===== config.mk =====
export PLATFORM = sky130hd
export DESIGN_NAME = ffm_poll_uart_rx_flat
export DESIGN_NICKNAME = d
export VERILOG_FILES = /design/src/rtl/ffm_uart_pkg.sv /design/src/rtl/ffm_poll_uart_rx_if.sv /design/src/rtl/ffm_uart_rx_byte.sv /design/src/rtl/ffm_poll_uart_rx.sv /design/src/flat_wrapper.sv
export SDC_FILE = /design/constraint.sdc
export NUM_CORES = 1
export LEC_CHECK = 0
export CAP_MARGIN = 20
export CELL_PAD_IN_SITES_DETAIL_PLACEMENT = 1
export CELL_PAD_IN_SITES_GLOBAL_PLACEMENT = 1
export CORE_MARGIN = 3
export CORE_UTILIZATION = 35
export DETAILED_ROUTE_END_ITERATION = 16
export GPL_TIMING_DRIVEN = 0
export PLACE_DENSITY = 0.7
export REMOVE_ABC_BUFFERS = 1
export SYNTH_ARGS = -nofsm -noshare
export SYNTH_HDL_FRONTEND = slang
export SYNTH_SLANG_ARGS = --single-unit
export TNS_END_PERCENT = 10

===== constraint.sdc =====
create_clock -name clk80 -period 1.8 [get_ports clk80]
set_input_delay 0.27 -clock clk80 [delete_from_list [all_inputs] [get_ports clk80]]
set_output_delay 0.27 -clock clk80 [all_outputs]
set_load 0.005 [all_outputs]

===== src/rtl/ffm_uart_pkg.sv =====
// Shared types and constants for the FFM sensor poll UART receiver.
// Holds controller/receiver state encodings, error codes and default timing.
package ffm_uart_pkg;

  localparam int DEF_CLKS_PER_BIT = 16;
  localparam int DEF_FRAME_LEN    = 15;

  typedef enum logic [1:0] {
    ST_IDLE,
    ST_REQ,
    ST_WAIT,
    ST_DONE
  } ctl_state_t;

  typedef enum logic [1:0] {
    RX_HUNT,
    RX_START,
    RX_DATA,
    RX_STOP
  } rx_state_t;

  localparam logic [1:0] ERR_NONE    = 2'd0;
  localparam logic [1:0] ERR_RESP_TO = 2'd1;
  localparam logic [1:0] ERR_BYTE_TO = 2'd2;
  localparam logic [1:0] ERR_FRAME   = 2'd3;

endpackage


===== src/rtl/ffm_poll_uart_rx_if.sv =====
// Byte-write port into the frame buffer: one strobe per received byte.
interface ffm_poll_uart_rx_if;
  logic       wr_en;
  logic [3:0] wr_addr;
  logic [7:0] wr_data;

  modport master (output wr_en, output wr_addr, output wr_data);
  modport slave  (input  wr_en, input  wr_addr, input  wr_data);
endinterface


===== src/rtl/ffm_uart_rx_byte.sv =====
// 8N1 byte receiver: synchronizes rx, hunts for a start edge while armed,
// samples mid-bit and flags each byte as accepted or stop-bit errored.
module ffm_uart_rx_byte
  import ffm_uart_pkg::*;
#(
  parameter int CLKS_PER_BIT = DEF_CLKS_PER_BIT
) (
  input  logic       clk80,
  input  logic       rst,
  input  logic       rx,
  input  logic       arm,
  output logic       hunting,
  output logic       byte_valid,
  output logic       stop_err,
  output logic [7:0] rx_byte
);

  localparam int CW = $clog2(CLKS_PER_BIT);
  localparam logic [CW-1:0] MID_CNT  = CW'(CLKS_PER_BIT / 2 - 1);
  localparam logic [CW-1:0] LAST_CNT = CW'(CLKS_PER_BIT - 1);

  rx_state_t      state_reg, state_next;
  logic [2:0]     sync_reg;
  logic [CW-1:0]  cnt_reg;
  logic [2:0]     bit_idx_reg;
  logic [7:0]     shift_reg;
  logic           rx_s, fall, mid_hit, bit_hit;

  // bits [1:0] form the synchronizer, bit 2 is the previous rx_s for edge detection
  always_ff @(posedge clk80) begin
    if (rst) sync_reg <= '1;
    else     sync_reg <= {sync_reg[1:0], rx};
  end

  always_comb begin
    rx_s    = sync_reg[1];
    fall    = sync_reg[2] & ~sync_reg[1];
    mid_hit = (cnt_reg == MID_CNT);
    bit_hit = (cnt_reg == LAST_CNT);
  end

  always_ff @(posedge clk80) begin
    if (rst) state_reg <= RX_HUNT;
    else     state_reg <= state_next;
  end

  always_comb begin
    state_next = state_reg;
    if (!arm) begin
      state_next = RX_HUNT;
    end else begin
      case (state_reg)
        RX_HUNT:  if (fall) state_next = RX_START;
        RX_START: if (mid_hit) state_next = rx_s ? RX_HUNT : RX_DATA;
        RX_DATA:  if (bit_hit && bit_idx_reg == 3'd7) state_next = RX_STOP;
        RX_STOP:  if (bit_hit) state_next = RX_HUNT;
        default:  state_next = RX_HUNT;
      endcase
    end
  end

  always_comb begin
    hunting    = arm && (state_reg == RX_HUNT);
    byte_valid = arm && (state_reg == RX_STOP) && bit_hit && rx_s;
    stop_err   = arm && (state_reg == RX_STOP) && bit_hit && !rx_s;
    rx_byte    = shift_reg;
  end

  always_ff @(posedge clk80) begin
    if (rst) begin
      cnt_reg     <= '0;
      bit_idx_reg <= '0;
      shift_reg   <= '0;
    end else begin
      case (state_reg)
        RX_HUNT: begin
          cnt_reg     <= '0;
          bit_idx_reg <= '0;
        end
        RX_START: cnt_reg <= mid_hit ? '0 : cnt_reg + 1'b1;
        RX_DATA: begin
          if (bit_hit) begin
            cnt_reg     <= '0;
            shift_reg   <= {rx_s, shift_reg[7:1]};
            bit_idx_reg <= bit_idx_reg + 3'd1;
          end else begin
            cnt_reg <= cnt_reg + 1'b1;
          end
        end
        RX_STOP: cnt_reg <= bit_hit ? '0 : cnt_reg + 1'b1;
        default: cnt_reg <= '0;
      endcase
    end
  end

endmodule


===== src/rtl/ffm_poll_uart_rx.sv =====
// Poll initiator and frame receiver for one FFM UART sensor channel:
// request pulse, reply/inter-byte timeouts, byte indexing and sync check.
module ffm_poll_uart_rx
  import ffm_uart_pkg::*;
#(
  parameter int         CLKS_PER_BIT = DEF_CLKS_PER_BIT,
  parameter int         FRAME_LEN    = DEF_FRAME_LEN,
  parameter logic [7:0] SYNC_BYTE    = 8'h55,
  parameter int         REQ_WIDTH    = 32,
  parameter int         RESP_TIMEOUT = 4096,
  parameter int         BYTE_TIMEOUT = 64
) (
  input  logic               clk80,
  input  logic               rst,
  input  logic               poll,
  input  logic               rx,
  output logic               req,
  output logic               busy,
  output logic               frame_done,
  output logic               frame_err,
  output logic [1:0]         err_code,
  ffm_poll_uart_rx_if.master wr
);

  localparam int RCW = $clog2(REQ_WIDTH + 1);
  localparam int TW  = $clog2(RESP_TIMEOUT + BYTE_TIMEOUT + 1);
  localparam logic [RCW-1:0] REQ_LAST  = RCW'(REQ_WIDTH - 1);
  localparam logic [TW-1:0]  RESP_LAST = TW'(RESP_TIMEOUT - 1);
  localparam logic [TW-1:0]  BYTE_LAST = TW'(BYTE_TIMEOUT - 1);
  localparam logic [3:0]     LAST_IDX  = 4'(FRAME_LEN - 1);

  ctl_state_t     state_reg, state_next;
  logic [RCW-1:0] req_cnt_reg;
  logic [TW-1:0]  to_cnt_reg;
  logic [3:0]     idx_reg;

  logic       req_reg, req_next;
  logic       busy_reg, busy_next;
  logic       wr_en_reg, wr_en_next;
  logic [3:0] wr_addr_reg, wr_addr_next;
  logic [7:0] wr_data_reg, wr_data_next;
  logic       frame_done_reg, frame_done_next;
  logic       frame_err_reg, frame_err_next;
  logic [1:0] err_code_reg, err_code_next;

  logic       hunting, byte_valid, stop_err;
  logic [7:0] rx_byte;
  logic       arm, accept_poll, req_end, to_hit, sync_bad, byte_ok, abort;

  ffm_uart_rx_byte #(
    .CLKS_PER_BIT(CLKS_PER_BIT)
  ) u_rx_byte (
    .clk80     (clk80),
    .rst       (rst),
    .rx        (rx),
    .arm       (arm),
    .hunting   (hunting),
    .byte_valid(byte_valid),
    .stop_err  (stop_err),
    .rx_byte   (rx_byte)
  );

  // A poll landing on the cycle a done/err pulse is out is dropped, keeping them apart
  always_comb begin
    arm         = (state_reg == ST_WAIT);
    accept_poll = (state_reg == ST_IDLE) && poll && !frame_done_reg && !frame_err_reg;
    req_end     = (state_reg == ST_REQ) && (req_cnt_reg == REQ_LAST);
    to_hit      = arm && hunting &&
                  (to_cnt_reg == ((idx_reg == 4'd0) ? RESP_LAST : BYTE_LAST));
    sync_bad    = arm && byte_valid && (idx_reg == 4'd0) && (rx_byte != SYNC_BYTE);
    byte_ok     = arm && byte_valid && !sync_bad;
    abort       = to_hit || sync_bad || (arm && stop_err);
  end

  always_ff @(posedge clk80) begin
    if (rst) state_reg <= ST_IDLE;
    else     state_reg <= state_next;
  end

  always_comb begin
    state_next = state_reg;
    case (state_reg)
      ST_IDLE: if (accept_poll) state_next = ST_REQ;
      ST_REQ:  if (req_end) state_next = ST_WAIT;
      ST_WAIT: begin
        if (abort)                                 state_next = ST_IDLE;
        else if (byte_ok && (idx_reg == LAST_IDX)) state_next = ST_DONE;
      end
      ST_DONE: state_next = ST_IDLE;
      default: state_next = ST_IDLE;
    endcase
  end

  always_comb begin
    req_next        = (state_next == ST_REQ);
    busy_next       = (state_next != ST_IDLE);
    wr_en_next      = byte_ok;
    wr_addr_next    = wr_addr_reg;
    wr_data_next    = wr_data_reg;
    frame_done_next = (state_reg == ST_DONE);
    frame_err_next  = abort;
    err_code_next   = err_code_reg;
    if (state_next == ST_IDLE) wr_addr_next = 4'd0;
    if (byte_ok) begin
      wr_addr_next = idx_reg;
      wr_data_next = rx_byte;
    end
    if (abort) begin
      if (to_hit) err_code_next = (idx_reg == 4'd0) ? ERR_RESP_TO : ERR_BYTE_TO;
      else        err_code_next = ERR_FRAME;
    end
  end

  // The stop-sample cycle of an accepted byte counts as the first idle cycle
  always_ff @(posedge clk80) begin
    if (rst) begin
      req_cnt_reg    <= '0;
      to_cnt_reg     <= '0;
      idx_reg        <= '0;
      req_reg        <= 1'b0;
      busy_reg       <= 1'b0;
      wr_en_reg      <= 1'b0;
      wr_addr_reg    <= '0;
      wr_data_reg    <= '0;
      frame_done_reg <= 1'b0;
      frame_err_reg  <= 1'b0;
      err_code_reg   <= ERR_NONE;
    end else begin
      req_cnt_reg <= (state_reg == ST_REQ) ? req_cnt_reg + 1'b1 : '0;
      if (state_reg != ST_WAIT) to_cnt_reg <= '0;
      else if (byte_ok)         to_cnt_reg <= TW'(1);
      else if (hunting)         to_cnt_reg <= to_cnt_reg + 1'b1;
      if (state_reg == ST_IDLE) idx_reg <= '0;
      else if (byte_ok)         idx_reg <= idx_reg + 4'd1;
      req_reg        <= req_next;
      busy_reg       <= busy_next;
      wr_en_reg      <= wr_en_next;
      wr_addr_reg    <= wr_addr_next;
      wr_data_reg    <= wr_data_next;
      frame_done_reg <= frame_done_next;
      frame_err_reg  <= frame_err_next;
      err_code_reg   <= err_code_next;
    end
  end

  assign req        = req_reg;
  assign busy       = busy_reg;
  assign frame_done = frame_done_reg;
  assign frame_err  = frame_err_reg;
  assign err_code   = err_code_reg;
  assign wr.wr_en   = wr_en_reg;
  assign wr.wr_addr = wr_addr_reg;
  assign wr.wr_data = wr_data_reg;

endmodule


===== src/flat_wrapper.sv =====
// flat-port wrapper written by rule: the top's interface ports become plain ports
module ffm_poll_uart_rx_flat import ffm_uart_pkg::*;
#(
  parameter int         CLKS_PER_BIT = DEF_CLKS_PER_BIT,
  parameter int         FRAME_LEN    = DEF_FRAME_LEN,
  parameter logic [7:0] SYNC_BYTE    = 8'h55,
  parameter int         REQ_WIDTH    = 32,
  parameter int         RESP_TIMEOUT = 4096,
  parameter int         BYTE_TIMEOUT = 64
)
  (clk80, rst, poll, rx, req, busy, frame_done, frame_err, err_code, wr_wr_en, wr_wr_addr, wr_wr_data);
  ffm_poll_uart_rx_if wr_i ();
  input  logic clk80;
  input  logic rst;
  input  logic poll;
  input  logic rx;
  output logic req;
  output logic busy;
  output logic frame_done;
  output logic frame_err;
  output logic [1:0] err_code;
  output wire logic [$bits(wr_i.wr_en)-1:0] wr_wr_en;
  output wire logic [$bits(wr_i.wr_addr)-1:0] wr_wr_addr;
  output wire logic [$bits(wr_i.wr_data)-1:0] wr_wr_data;
  assign wr_wr_en = wr_i.wr_en;
  assign wr_wr_addr = wr_i.wr_addr;
  assign wr_wr_data = wr_i.wr_data;
  ffm_poll_uart_rx #(.CLKS_PER_BIT(CLKS_PER_BIT), .FRAME_LEN(FRAME_LEN), .SYNC_BYTE(SYNC_BYTE), .REQ_WIDTH(REQ_WIDTH), .RESP_TIMEOUT(RESP_TIMEOUT), .BYTE_TIMEOUT(BYTE_TIMEOUT)) u_core (.clk80(clk80), .rst(rst), .poll(poll), .rx(rx), .req(req), .busy(busy), .frame_done(frame_done), .frame_err(frame_err), .err_code(err_code), .wr(wr_i));
endmodule

-- Word-level counts from Yosys, hierarchy flattened
Index checks and enable logic that the tools add are counted.
- equal/unequal tests: 20
- add/subtract/negate cells: 5
- reductions and logical operators: 41
- bitwise operators: 4
- multiplexer cells: 23
- operators with widths (kind ; count):
    2-bit 2-to-1 mux ; 11
    1-bit logical AND ; 18
    4-bit 2-to-1 mux ; 4
    2-bit one-hot mux with 4 select lines ; 2
    13-bit by 1-bit adder with 13-bit output (second input constant) ; 1
    13-bit by 12-bit equality test with 1-bit output ; 1
    12-bit 2-to-1 mux ; 1
    2-bit != test (second input constant) ; 6
    4-bit one-hot mux with 3 select lines ; 1
    2-bit OR reduction ; 5
    4-bit by 1-bit adder with 4-bit output (second input constant) ; 2
    2-bit equality test (second input constant) ; 4
    4-bit equality test (second input constant) ; 2
    8-bit by 7-bit != test with 1-bit output (second input constant) ; 1
    2-bit nonzero test ; 4
    6-bit by 1-bit adder with 6-bit output (second input constant) ; 1
    2-bit by 1-bit equality test with 1-bit output (second input constant) ; 3
    6-bit by 5-bit equality test with 1-bit output (second input constant) ; 1
    2-bit zero test ; 3
    3-bit one-hot mux with 2 select lines ; 1
    4-bit by 3-bit equality test with 1-bit output (second input constant) ; 1
    1-bit zero test ; 4
    4-bit zero test ; 1
    2-bit AND reduction ; 2
    other kinds (9) ; 13
- word-level logic and storage cells: 111
- flip-flop bits (word level): 64
- output and inout bits: 19

-- Longest topological paths before layout
Gate-level depths: netlist (run 1).
- word-level depth: 16
- depth in mapped cells: 7

-- By module
Synthesis (run 1) repeated with hierarchy kept, for this count alone.
- cells, all modules: 315
- area total of the unflattened synthesis: 2937.8 µm²
- modules (own cells, without submodules) (module ; times used ; area an instance (µm²) ; sequential area each (µm²) ; cells an instance):
    ffm_poll_uart_rx ; 1 ; 2029.4 ; 880.8 ; 227
    ffm_uart_rx_byte ; 1 ; 908.4 ; 400.4 ; 88

-- Least setup slack after synthesis (run 1)
Ideal clock, no wire load.
- kind: reg-to-reg
- start: register u_core.u_rx_byte.cnt_reg[0]
- end: register u_core.u_rx_byte.bit_idx_reg[0]
- arrival: 1764 ps
- slack: -34 ps
- library setup time: 70 ps
- stages on the path, launching flop included: 7
- clock period less this slack: 1834 ps
- data required time: 1730 ps
- cell sequence: dfxtp_1 > ha_1 > nand3_1 > or3b_2 > buf_2 > or2_2 > a21oi_1
- word-level cells in the longest chain between the ends: 3
- RTL lines (item ; line ; source):
    from (decl) ; ffm_uart_rx_byte.sv:24 ; logic [CW-1:0] cnt_reg;
    from (signal assigned) ; ffm_uart_rx_byte.sv:80 ; RX_START: cnt_reg <= mid_hit ? '0 : cnt_reg + 1'b1;
    from (signal assigned) ; ffm_uart_rx_byte.sv:87 ; cnt_reg <= cnt_reg + 1'b1;
    from (signal assigned) ; ffm_uart_rx_byte.sv:90 ; RX_STOP: cnt_reg <= bit_hit ? '0 : cnt_reg + 1'b1;
    4-bit equality test ; ffm_uart_rx_byte.sv:39 ; bit_hit = (cnt_reg == LAST_CNT);
    2-bit != test (no line) ; - ;
    2-bit AND reduction (no line) ; - ;
    to (signal assigned) ; ffm_uart_rx_byte.sv:85 ; bit_idx_reg <= bit_idx_reg + 3'd1;
    to (decl) ; ffm_uart_rx_byte.sv:25 ; logic [2:0] bit_idx_reg;
Every way passes these cells.
A chain may end at the register's enable or synchronous reset.

-- Worst setup path in the final report (run 1)
- start: register u_core.u_rx_byte.state_reg[0]
- end: register u_core.to_cnt_reg[12]
- word-level cells in the longest chain between the ends: 10
- RTL lines (item ; line ; source):
    from (decl) ; ffm_uart_rx_byte.sv:22 ; rx_state_t state_reg, state_next;
    from (signal assigned) ; ffm_uart_rx_byte.sv:44 ; else state_reg <= state_next;
    2-bit equality test ; ffm_uart_rx_byte.sv:64 ; byte_valid = arm && (state_reg == RX_STOP) && bit_hit && rx_s;
    1-bit logical AND (3 in series) ; ffm_uart_rx_byte.sv:64 ;
    1-bit logical AND ; ffm_poll_uart_rx.sv:70, ffm_poll_uart_rx.sv:71 ;
    1-bit logical AND (2 in series) ; ffm_poll_uart_rx.sv:70 ; sync_bad = arm && byte_valid && (idx_reg == 4'd0) && (rx_byte != SYNC_BYTE);
    1-bit zero test ; ffm_poll_uart_rx.sv:71 ; byte_ok = arm && byte_valid && !sync_bad;
    1-bit logical AND ; ffm_poll_uart_rx.sv:71 ;
    3-bit OR reduction (no line) ; - ;
    to (signal assigned) ; ffm_poll_uart_rx.sv:132 ; else if (hunting) to_cnt_reg <= to_cnt_reg + 1'b1;
    to (decl) ; ffm_poll_uart_rx.sv:34 ; logic [TW-1:0] to_cnt_reg;
Several ways; a longest one is shown, not always the timed one.

==> parameters.txt, run 1 <==
Parameter                              Value

Synthesis
  Dominant synthesized flop cell    dfxtp_1
  Share of synthesized area occupied by flip-flops and latches    45.1%
  Most instantiated cells after synthesis    dfxtp_1 (64), nor2_1 (37), a21oi_1 (20), nand2_1 (15), nand4_1 (14)
  Cell with the most instances after synthesis    dfxtp_1
  Share of the synthesized area in the top cell type    45.1%
  Leading area contributor after synthesis    dfxtp_1
  Warning count from the yosys run    0
  Flop and latch count out of synthesis    64
  Instance count of the mapped netlist    316
  Asr flop ratio synth    0%
  Cell area after technology mapping    0.00284 sq mm
  Largest cells by area after synthesis    dfxtp_1 (45%), nor2_1 (4.9%), a21oi_1 (3.5%), ha_1 (3.5%), xnor2_1 (3.4%)
  Average footprint of a synthesized cell    8.98 sq um
  Count of different cell masters after synthesis    52
  EDFF count, synth    0

Finish
  Share of post-route cells with drive strength above 1    25.2%
  Ant diodes    0
  Signed area change from the synthesized netlist to the final layout    33.4%
  Number of flip-flops under the largest register name    13
  Number of nets in the layout    368
  Count of fill cells added during filler insertion    892
  Post-layout utilization of the core    48.5%

Setup path
  Critical path launch point type    flop
  Worst Reg2Reg Path Length in Cells    4
  CP Launch Point    u_core.u_rx_byte.state_reg[0]
  Largest fanout on the critical path    5
  Arrival time at the worst endpoint    2.13 ns
  Critical path endpoint category    flop
  Worst path slowest cell    or4b_4
  Reg2Reg Capture Point    u_core.to_cnt_reg[12]
  Type of the worst setup path    reg2reg
  Worst Setup EP    u_core.to_cnt_reg[12]
  Ordered cell list for the critical path    or4b_4 -> or3_4 -> or3_1 -> a21oi_1
  Endpoint required time on the critical path    2.08 ns
  Max incr delay on CP    0.60 ns
  Reg-to-Reg Start    u_core.u_rx_byte.state_reg[0]
  Setup slack of the most critical reg-to-reg path    -0.05 ns

Floorplan
  Site Rows    32
  DIE AREA    0.00923 sq mm
  Initial cell density of the core    36.4%
  Boundary pin count    23
  Core region area    0.00781 sq mm
  Die height    96.1 um
  Width of the die    96.1 um

Clock tree
  Clock-pin transition on the worst setup and hold timing paths    0.08 ns
  Clock tree from TritonCTS    yes
  Root Buffer    clkbuf_8
  Clock Latency Late Sink    0.35 ns
  Maximum number of buffers from clock root to sink    2
  Clock sink count    64
  Cts bufs inserted    9
  Deepest level of the CTS H-tree    3

Routing
  Routed wire length    7.99 mm
  Initial detailed-routing violation count    110
  DRC viols    0
  Post-route antenna net violation count    0
  Mean number of vias per cell    5.34
  First-pass iteration count of the detailed router    4
  Total vias in the final route    2472
  Routed length per instance    17.2 um

Global routing
  Remaining global-route overflow    0
  Total routing usage reported by global routing    17.8%
  Maximum number of pins on one net before global-route repair    32
  Antenna violations before repair    0
  Vias in the first global route    2451
  Wire length of the first global-routing pass    12.4 mm

Min path
  Min-Delay Path Depth    2
  Type of the worst min-delay path    in2reg

Timing
  Setup repair after global routing missed its margin    true
  Final count of hold timing violations    0
  Total setup violations reported at the end of the flow    2
  Final worst-path setup slack    -0.0494 ns
  Max Freq    541 MHz
  Worst hold slack after final layout    0.407 ns
  Shortest clock period the worst path allows after layout    1.85 ns
  Worst slew margin    54.6%
  Final clock period utilization by the worst path    103%
  Skew final    0.00908 ns
  Slew at the pin with the worst max-slew slack    0.672 ns
  Final-report max-slew violation count    0

Placed design
  HPWL after DPL    4.54 mm
  IO Port Bufs    22
  Placer's final routability congestion estimate    0.697

Power and ir drop
  Leakage power figure    1.40 nW
  Power density cells    793 mW/mm^2
  Worst VDD drop    0.408 mV
  Post-route total power    0.00300 W

Run status
  Violations in the final reports    setup timing
  Outcome    finished with violations

Run
  Max-cap violations    0
==> cell families (layout without fill, tap and decap cells) <==
| kind of cell | count (synthesis) | count (layout) | share of synthesized area [%] |
|---|---|---|---|
| compound gates | 60 | 60 | 13.6 |
| xor+xnor | 16 | 16 | 4.94 |
| fa+ha+maj | 8 | 8 | 3.53 |
| buf+inv | 31 | 76 | 4.45 |
| flops | 64 | 64 | 45.1 |
| mux | 11 | 11 | 4.01 |
| simple gates | 126 | 126 | 24.3 |
==> per-layer routing <==
layer,wire length (um),global-route usage (%),vias up
met5,0,0,-
met4,193,7.58,0
met3,206,5.00,16
met2,3950,28.2,33
met1,3640,22.6,1214
li1,-,-,1209
==> cell type report <==
class	count	area (sq um)	area share [%]
Multi-Input combinational cell	221	1620	42.7
Sequential cell	64	1310	34.6
Timing Repair Buffer	48	452	11.9
Clock buffer	10	128	3.37
Tap cell	102	128	3.37
Clock inverter	6	108	2.84
Inverter	12	45.0	1.19
==> critical path, delay by kind of cell, from the launching register on <==
kind / cells / cell delay (ns)
compound gates: 1 / 0.13
simple gates: 3 / 1.29
flops: 1 / 0.35
==> timing repair <==
item | 4_1_cts | 5_1_grt
hold buffers | 0 | 0
endpoints found under the setup margin | 56 | 43
pin swaps | 7 | 11
buffers inserted | 12 | 14
resized for setup | 35 | 25
==> cells in the final DEF, fill, tap and decap left out, types with 8 or more instances in the layout <==
| cell | count |
|---|---|
| xnor2_1 | 11 |
| dfxtp_1 | 52 |
| nand2_1 | 14 |
| clkbuf_8 | 9 |
| nor2_1 | 36 |
| mux2i_1 | 8 |
| nand3_1 | 12 |
| clkdlybuf4s50_1 | 21 |
| o21ai_0 | 8 |
| a21oi_1 | 19 |
| nand4_1 | 14 |
| inv_1 | 11 |
| buf_4 | 22 |
==> report_power, final <==
group          total [W]  internal, W  leakage [nW]  switching (W)
sequential       0.00143      0.00142         0.524      0.0000102
combinational  0.0000668    0.0000267         0.763      0.0000402
clock            0.00151     0.000916         0.116       0.000592
==> how the worst min path moves through the flow <==
stage                                 start                         endpoint  slack (ns)
6_report                                rst      u_core.u_rx_byte.rx_byte[7]        0.41
5_1_grt                                 rst  u_core.u_rx_byte.bit_idx_reg[1]        0.43
4_1_cts        u_core.u_rx_byte.sync_reg[0]     u_core.u_rx_byte.sync_reg[1]        0.42
3_5_place_dp   u_core.u_rx_byte.sync_reg[0]     u_core.u_rx_byte.sync_reg[1]        0.40
3_3_place_gp   u_core.u_rx_byte.sync_reg[0]     u_core.u_rx_byte.sync_reg[1]        0.39
2_1_floorplan                           rst                 u_core.frame_err        0.34
==> metrics by stage <==
stage	TNS, ns	instance area [sq um]	instances	setup slack (ns)
2_1_floorplan	-2.16	2760	297	-0.233
3_3_place_gp	-31.98	3110	421	-0.941
3_5_place_dp	-31.95	3110	421	-1.01
5_1_grt	-1.44	3790	463	-0.131
4_1_cts	-0.216	3600	449	-0.0808
6_report	-0.0736	3790	463	-0.0494
Power figures use the tool's default switching activity.
==> run 2, diff against run 1 <==
--- a/config.mk
+++ b/config.mk
@@ -9,10 +9,10 @@
 export CELL_PAD_IN_SITES_DETAIL_PLACEMENT = 1
 export CELL_PAD_IN_SITES_GLOBAL_PLACEMENT = 1
 export CORE_MARGIN = 3
-export CORE_UTILIZATION = 35
+export CORE_UTILIZATION = 40
 export DETAILED_ROUTE_END_ITERATION = 16
 export GPL_TIMING_DRIVEN = 0
-export PLACE_DENSITY = 0.7
+export PLACE_DENSITY = 0.78
 export REMOVE_ABC_BUFFERS = 1
 export SYNTH_ARGS = -nofsm -noshare
 export SYNTH_HDL_FRONTEND = slang
==> run 2 against run 1 <==
Against the previous run:
- the flow still finishes with violations (setup timing)
- combinational power rose by 0.7%
- via count rose by 2.6%
- non-clock buffer count fell by 3
- sequential share of layout area rose by 0.44 points
- register-to-register slack barely moved
- critical path depth did not move
- maximum frequency fell by 0.59%
- highest routed layer unchanged
- critical path type unchanged
- clock skew fell by 0.0035 ns
- utilization rose by 6.1 points
- power fell by 3.1%
- cell count fell by 2.2%
- clock power fell by 7%
==> parameters.txt, run 2 (synthesis results as in run 1) <==
Parameter                              Value

Run status
  Outcome    finished with violations
  Violations in the final reports    setup timing

Setup path
  Endpoint required time on the critical path    2.08 ns
  Arrival time at the worst endpoint    2.14 ns
  Reg-to-Reg Start    u_core.state_reg[0]
  Largest fanout on the critical path    5
  Worst Setup EP    u_core.to_cnt_reg[12]
  CP Launch Point    u_core.state_reg[0]
  Worst Reg2Reg Path Length in Cells    4
  Setup slack of the most critical reg-to-reg path    -0.06 ns
  Reg2Reg Capture Point    u_core.to_cnt_reg[12]
  Critical path endpoint category    flop
  Critical path launch point type    flop
  Type of the worst setup path    reg2reg

Power and ir drop
  Worst VDD drop    0.445 mV
  Flop pwr share    49.1%
  Net Sw Frac    21.2%
  Leakage power figure    1.35 nW
  Power density cells    781 mW/mm^2
  Combinational share of power    2.3%
  Post-route total power    0.00291 W
  Net switching power    0.000618 W
  Relative contribution of the clock network to total power    48.6%
  Internal power    0.00229 W

Min path
  Type of the worst min-delay path    in2reg
  Hold wc startpoint    rst

Clock tree
  Clock sink count    64
  Deepest level of the CTS H-tree    3
  Cts bufs inserted    9
  Clock-pin transition on the worst setup and hold timing paths    0.07 ns
  Root Buffer    clkbuf_8
  Maximum number of buffers from clock root to sink    2
  Clock Latency Late Sink    0.35 ns
  Clock tree from TritonCTS    yes

Finish
  Post-route cell area    0.00373 sq mm
  Count of fill cells added during filler insertion    784
  Ant diodes    0
  Number of flip-flops under the largest register name    13
  Commonest cells after routing, fill and taps aside    dfxtp_1 (53), nor2_1 (36), clkdlybuf4s50_1 (21)
  Number of nets in the layout    365
  Share of post-route cells with drive strength above 1    24.9%
  Leading cell type in the layout, fill and taps excluded    dfxtp_1
  Signed area change from the synthesized netlist to the final layout    31.3%
  Post-layout utilization of the core    54.6%

Run
  Max-cap violations    0

Timing
  Setup TNS    -0.160 ns
  Total setup violations reported at the end of the flow    8
  Final worst-path setup slack    -0.0604 ns
  Worst hold slack after final layout    0.399 ns
  Slew at the pin with the worst max-slew slack    0.771 ns
  Final count of hold timing violations    0
  Setup repair after global routing missed its margin    true
  Worst slew margin    47.9%
  Final-report max-slew violation count    0
  Shortest clock period the worst path allows after layout    1.86 ns
  Final clock period utilization by the worst path    103%
  Max Freq    538 MHz
  Skew final    0.00558 ns

Floorplan
  DIE AREA    0.00814 sq mm
  Boundary pin count    23
  Site Rows    30
  Initial cell density of the core    41.6%
  Width of the die    90.2 um
  Die height    90.2 um
  Core region area    0.00683 sq mm

Routing
  First-pass iteration count of the detailed router    4
  Post-route antenna net violation count    0
  Total vias in the final route    2536
  DRC viols    0
  Initial detailed-routing violation count    98
  Routed wire length    8.17 mm
  Mean number of vias per cell    5.60
  Routed length per instance    18.0 um

Placed design
  Placer's final routability congestion estimate    0.729
  HPWL after DPL    4.43 mm
  Post-Place Cell Area    0.00310 sq mm
  IO Port Bufs    22

Global routing
  Maximum number of pins on one net before global-route repair    32
  Wire length of the first global-routing pass    13.1 mm
  GR Layer Usage met3    4.60%
  Highest-utilization routing layer at the global route stage    met2
  Remaining global-route overflow    0
  Vias in the first global route    2601
  Antenna violations before repair    0
  Total routing usage reported by global routing    19.8%
  GR Layer Usage met2    32.0%
  M1 GR Usage    25.3%
## run 2: cell types whose count changed in the layout (fill, tap and decap cells not counted), moves of 3 or more
cell / change
o22ai_1: -4
o31ai_2: -4
nor4_2: +3
o31ai_1: +4
buf_4: -3
o22ai_2: +4
## run 2: stage by stage
step,setup slack (ns),cells
3_5_place_dp,-0.913,415
4_1_cts,-0.0316,446
3_3_place_gp,-0.892,415
6_report,-0.0604,453
2_1_floorplan,-0.233,297
5_1_grt,-0.105,453
## run 2: worst max-delay path, stage by stage, from the launching register on
cell     delay [ns]
dfxtp_4        0.35
or4b_4         0.60
or3_4          0.38
or3_1          0.34
a21oi_1        0.12
## run 2: how the worst min path moves through the flow
stage / endpoint / cells past startpoint
global placement: u_core.u_rx_byte.sync_reg[1] / 1
CTS: u_core.u_rx_byte.sync_reg[1] / 1
detailed placement: u_core.u_rx_byte.sync_reg[1] / 1
finish: u_core.u_rx_byte.rx_byte[1] / 2
floorplan: u_core.frame_err / 1
global route: u_core.u_rx_byte.rx_byte[1] / 2
## run 2: area by class of cell
| class | count | area, sq um | share of cell area, % |
|---|---|---|---|
| clock inverters | 3 | 65.1 | 1.75 |
| clock buffers | 12 | 155 | 4.16 |
| multi-input cells | 221 | 1630 | 43.6 |
| well taps | 96 | 120 | 3.22 |
| repair buffers | 45 | 412 | 11.0 |
| flip-flops and latches | 64 | 1310 | 35.0 |
| inverters | 12 | 45.0 | 1.21 |
## run 2: layer usage
layer / part of all wire, % / vias to the layer above / wire length, um
li1: - / 1207 / -
met1: 46 / 1272 / 3760
met2: 49 / 40 / 4030
met3: 2.2 / 17 / 178
met4: 2.4 / 0 / 199
met5: 0 / - / 0
## run 2: timing repair
| item | in CTS | in global routing |
|---|---|---|
| cloned | 0 | 0 |
| endpoints found under the setup margin | 56 | 44 |
| buffers inserted | 16 | 7 |
| pin swaps | 8 | 11 |
| hold buffers | 0 | 0 |
| resized for setup | 32 | 31 |
## run 2: power by group through the flow
stage                     logic [W]  registers, W  clock network (W)
after global placement    0.0000562       0.00147                  0
after CTS                 0.0000637       0.00143            0.00143
after floorplan           0.0000255       0.00147                  0
after detailed placement  0.0000567       0.00147                  0
final                     0.0000673       0.00143            0.00141
after global routing      0.0000739       0.00143            0.00149
